[config.mk]
export PLATFORM = sky130hd
export DESIGN_NAME = arb_rr_2x1
export DESIGN_NICKNAME = d
export VERILOG_FILES = /design/src/rtl/arb_rr_2x1.sv
export SDC_FILE = /design/constraint.sdc
export NUM_CORES = 1
export LEC_CHECK = 0
export CORE_MARGIN = 5
export CORE_UTILIZATION = 38
export CTS_CLUSTER_SIZE = 24
export DETAILED_ROUTE_END_ITERATION = 16
export GPL_ROUTABILITY_DRIVEN = 0
export MAX_ROUTING_LAYER = met4
export PLACE_DENSITY = 0.81
export SLEW_MARGIN = 30
export SYNTH_ARGS = -nofsm -noshare
export SYNTH_HDL_FRONTEND = slang
export SYNTH_SLANG_ARGS = --single-unit
[constraint.sdc]
create_clock -name clk -period 3 [get_ports clk]
set_input_delay 0.6 -clock clk [delete_from_list [all_inputs] [get_ports clk]]
set_output_delay 0.6 -clock clk [all_outputs]
set_load 0.03 [all_outputs]
[src/rtl/arb_rr_2x1.sv]
// Two-input round-robin arbiter with valid/ready handshakes and a registered
// output stage; strict alternation between inputs whenever both contend.
module arb_rr_2x1 #(
   parameter int unsigned WIDTH = 8
) (
   input  logic             clk,
   input  logic             rst,
   input  logic             in0_valid,
   input  logic [WIDTH-1:0] in0_data,
   output logic             in0_ready,
   input  logic             in1_valid,
   input  logic [WIDTH-1:0] in1_data,
   output logic             in1_ready,
   output logic             out_valid,
   output logic [WIDTH-1:0] out_data,
   output logic             out_sel,
   input  logic             out_ready
);

   typedef enum logic {EMPTY, FULL} state_t;

   state_t state, state_nxt;
   logic   prio;
   logic   load;
   logic   grant;
   logic   grant_valid;

   // Output register can take a new word when empty or when its word leaves now.
   always_comb begin
      load        = (state == EMPTY) || out_ready;
      grant       = 1'b0;
      if (in0_valid && in1_valid) grant = prio;
      else if (in1_valid)         grant = 1'b1;
      grant_valid = load && (in0_valid || in1_valid);
      in0_ready   = grant_valid && !grant && !rst;
      in1_ready   = grant_valid &&  grant && !rst;
   end

   always_ff @(posedge clk) begin
      if (rst) state <= EMPTY;
      else     state <= state_nxt;
   end

   always_comb begin
      state_nxt = state;
      if (load) state_nxt = grant_valid ? FULL : EMPTY;
   end

   always_comb begin
      out_valid = (state == FULL);
   end

   // Data, select and pointer move only on a grant; a drain leaves them as-is.
   always_ff @(posedge clk) begin
      if (rst) begin
         out_data <= '0;
         out_sel  <= 1'b0;
         prio     <= 1'b0;
      end else if (grant_valid) begin
         out_data <= grant ? in1_data : in0_data;
         out_sel  <= grant;
         prio     <= ~grant;
      end
   end

endmodule
### After elaboration in Yosys (flattened, before gate mapping)

Index checks and enable logic that the tools add are counted.

| storage, ports and cells | value |
|---|---|
| logic and storage cells | 20 |
| register bits after elaboration | 11 |
| bits of input ports | 21 |

| operators by class | value |
|---|---|
| bitwise logic cells | 2 |
| mux-type cells | 4 |
| reduce and logical (&&, ||, !) cells | 10 |

Operators with widths:

| operator | number |
|---|---|
| 2-to-1 mux 8 bit | 1 |
| logical AND 1 bit | 6 |
| 2-to-1 mux 1 bit | 3 |
| zero test 1 bit | 2 |
| logical OR 1 bit | 2 |
| NOT 1 bit | 2 |

### Logic depth before layout (Yosys ltp)

| logic depth | value |
|---|---|
| word-level depth | 5 |
| mapped depth | 5 |

### Least setup slack after synthesis

Ideal clock, no wire load.

| path | value |
|---|---|
| kind | input-to-output |
| start point | in in1_valid |
| end point | out in0_ready |
| path buffers | 1 |
| setup slack | 0.997 ns |
| cell stages on the path | 3 |
| arrival | 1.403 ns |
| cells stage by stage | buf_2 -> a21boi_4 -> nor3b_4 |

| between the ends | value |
|---|---|
| word-level cells in the longest chain between the ends | 5 |
| elaborated cells on any way between the ends | 8 |
| those cells by class | mux: 2; reduce/logical: 6 |

RTL lines:

| what | RTL line | text |
|---|---|---|
| start, declared | 11 | `input logic in1_valid,` |
| 2-to-1 mux 1 bit or logical AND 1 bit (tied branches) | 33, 32 |  |
| 2-to-1 mux 1 bit | 32 | `if (in0_valid && in1_valid) grant = prio;` |
| zero test 1 bit | 35 | `in0_ready = grant_valid && !grant && !rst;` |
| logical AND 1 bit * (2 in a row) | 35 |  |
| end, declared | 10 | `output logic in0_ready,` |

Mark *: on every way between the ends. The rest lies on a longest branch, timed or not.

### Worst setup path after layout

| path | value |
|---|---|
| start point | in in0_valid |
| end point | out in1_ready |

| between the ends | value |
|---|---|
| word-level cells in the longest chain between the ends | 4 |
| elaborated cells on any way between the ends | 6 |
| those cells by class | mux: 1; reduce/logical: 5 |

RTL lines:

| what | RTL line | text |
|---|---|---|
| start, declared | 8 | `input logic in0_valid,` |
| logical AND 1 bit or logical OR 1 bit (tied branches) | 32, 34 |  |
| 2-to-1 mux 1 bit or logical AND 1 bit (tied branches) | 32, 34 |  |
| logical AND 1 bit * (2 in a row) | 36 | `in1_ready = grant_valid && grant && !rst;` |
| end, declared | 13 | `output logic in1_ready,` |

Marked as above.

==> impl_metrics.tcl <==
set metrics [dict create \
    cap_violations 0 \
    highest_layer "met4" \
    path_clk_slew_ps 60 \
    path_class "in -> out" \
    p_total_uw 388 \
    synth_warnings 0 \
    cts.sinks 11 \
    cts.htree.levels 1 \
    fin_crit_ps 2790 \
    cp_slowest_cell "clkdlybuf4s50_1" \
    routedWlPerCell_um 15.5 \
    yosys-top-cells-area "dfxtp_1 (40%), a31oi_1 (5.6%), nand4_1 (5.6%)" \
    worst_ep_arrival_time_ps 2190 \
    cp_common_cell "clkdlybuf4s50_1" \
    critPathBufInv 2 \
    rsz0062_at_grt "false" \
    fin_nets 113 \
    grt_pass1_wl_mm 2.74 \
    dpl.hpwl_mm 1.28 \
    grt_pass1_vias 632 \
    worst_slew_pin_slew_ps 382 \
    ir_worst_vdd_uv 276 \
    portBuffers 32 \
    wl_met2_um 868 \
    postCtsHoldBufs 0 \
    hp-class "reg -> reg" \
    syn_area_um2 554 \
    post-cts-setup-buffer-count 0 \
    core_um2 1330 \
    required_ps 2400 \
    die-area_um2 2320 \
    postRouteAntennaNets 0 \
    drc 0 \
    clock_path_buffers 2 \
    cts-root-buf "clkbuf_4" \
    ys_types 20 \
    start_kind "input pin" \
    slew_headroom_pct 74.4 \
    cts_resized 0 \
    post-route-period-util_pct 92.9 \
    overflow 0 \
    tns_ps 0 \
    grt_usage_pct 17.5 \
    p_leak_uw 0.000347 \
    finalSetupViolations 0 \
    initial_core_util_pct 41.6 \
    yosysSeqAreaShare_pct 39.7 \
    die_y_um 48.2 \
    diodes 0 \
    grt_max_degree 16 \
    antenna_found_initial 0 \
    synth_top_cell_by_area "dfxtp_1" \
    clock_latency_ps 270 \
    drive_gt1_share_pct 14.3 \
    syn2layout_area_growth_pct 63.0 \
    synth_top_area_share_pct 39.7 \
    dr.pass1.iters 4 \
    cts_buffers 3 \
    via_per_inst 5.65 \
    pin_count 33 \
    rows 13 \
    synth_nets 78 \
    crit_fanout 6 \
    max_stage_delay_ps 680 \
    hold_viol_final 0 \
    power.density_nw_per_um2 429 \
    syn_avg_cell_area_um2 9.72 \
    crit_chain "clkdlybuf4s50_1, nand2b_4, and4b_4, clkdlybuf4s50_1" \
    drt_iter0_markers 5 \
    fin_skew_ps 10.4 \
    cts_tree "built" \
    final_util_pct 67.7 \
    met1_length_um 622 \
    fmaxAchievable_mhz 359 \
    wl_met3_um 144 \
    wl_mm 1.65 \
    cp_top_family "buffers and inverters" \
    synth-seq-cells 11 \
    die_w_um 48.2 \
    endpoint_kind "primary output" \
    outcome "completed" \
    num-fill-cells 113 \
    vias 599 \
    netlist_instances 57 \
    slew_viol_final 0 \
]
==> area by class of cell <==
type | instances | area [um^2] | share of cell area, %
repair buffers | 35 | 340 | 37.7
flip-flops and latches | 11 | 220 | 24.4
well taps | 15 | 18.8 | 2.08
clock buffers | 4 | 26.3 | 2.91
inverters | 3 | 11.3 | 1.25
multi-input cells | 38 | 287 | 31.7
==> flip-flops by register name (all words and copies together), names as in the netlist <==
name,cells
prio,1
out_sel,1
out_data,8
out_valid,1
==> cell usage after synthesis <==
cell,number
a31oi_1,5
o21ai_0,5
a21oi_1,2
nand4_1,5
and2b_1,1
inv_1,3
a21o_1,2
and4b_4,1
nor3b_4,1
buf_6,2
dfxtp_1,11
nor2_1,1
a221o_1,3
or2_2,1
clkbuf_1,1
a211oi_1,3
a21boi_4,1
nand3_1,5
nand2b_4,2
buf_2,2
==> through the flow <==
step                      area (um^2)  cells  setup slack [ps]  hold WS (ps)
after floorplan                   554     57               997           509
after global placement            877    102               232           456
after detailed placement          877    102               210           446
after CTS                         903    106               205           462
after global routing              903    106               130           486
final                             903    106               213           455
==> cells by family after synthesis <==
logic type / synth area share [%]
AOI/OAI and AO/OA: 27.5
buffers and inverters: 8.58
DFF: 39.7
and+or+nand+nor: 24.2
==> worst paths after layout <==
check / start / cells past startpoint / end / slack, ps
max: in0_valid / 4 / in1_ready / 210
min: out_sel$_SDFFE_PP0N_ / 1 / out_sel$_SDFFE_PP0N_ / 460
min reg2reg: out_sel$_SDFFE_PP0N_ / 1 / out_sel$_SDFFE_PP0N_ / 460
max reg2reg: prio$_SDFFE_PP0N_ / 3 / out_data[1]$_SDFFE_PP0N_ / 1800
==> power by group <==
group,internal [uW],switching [uW],total [uW]
clock,51.5,49.9,101
sequential,158,7.02,165
combinational,63.0,58.2,121
==> per-layer routing <==
layer,vias to the layer above,global-route usage [%]
met5,-,-
li1,285,-
met3,2,7.75
met1,288,19.0
met4,0,4.84
met2,24,28.9
==> layout by cell type, fill, tap and decap left out, types with 2 or more instances in the layout <==
cell / count
clkdlybuf4s50_1: 31
dfxtp_1: 11
nand4_1: 5
nand3_1: 5
o21ai_0: 5
a31oi_1: 5
buf_4: 4
inv_1: 3
a211oi_1: 3
a221o_1: 3
clkbuf_4: 3
nand2b_4: 2
a21oi_1: 2
a21o_1: 2
No activity file was read; power rests on OpenSTA's default activity.
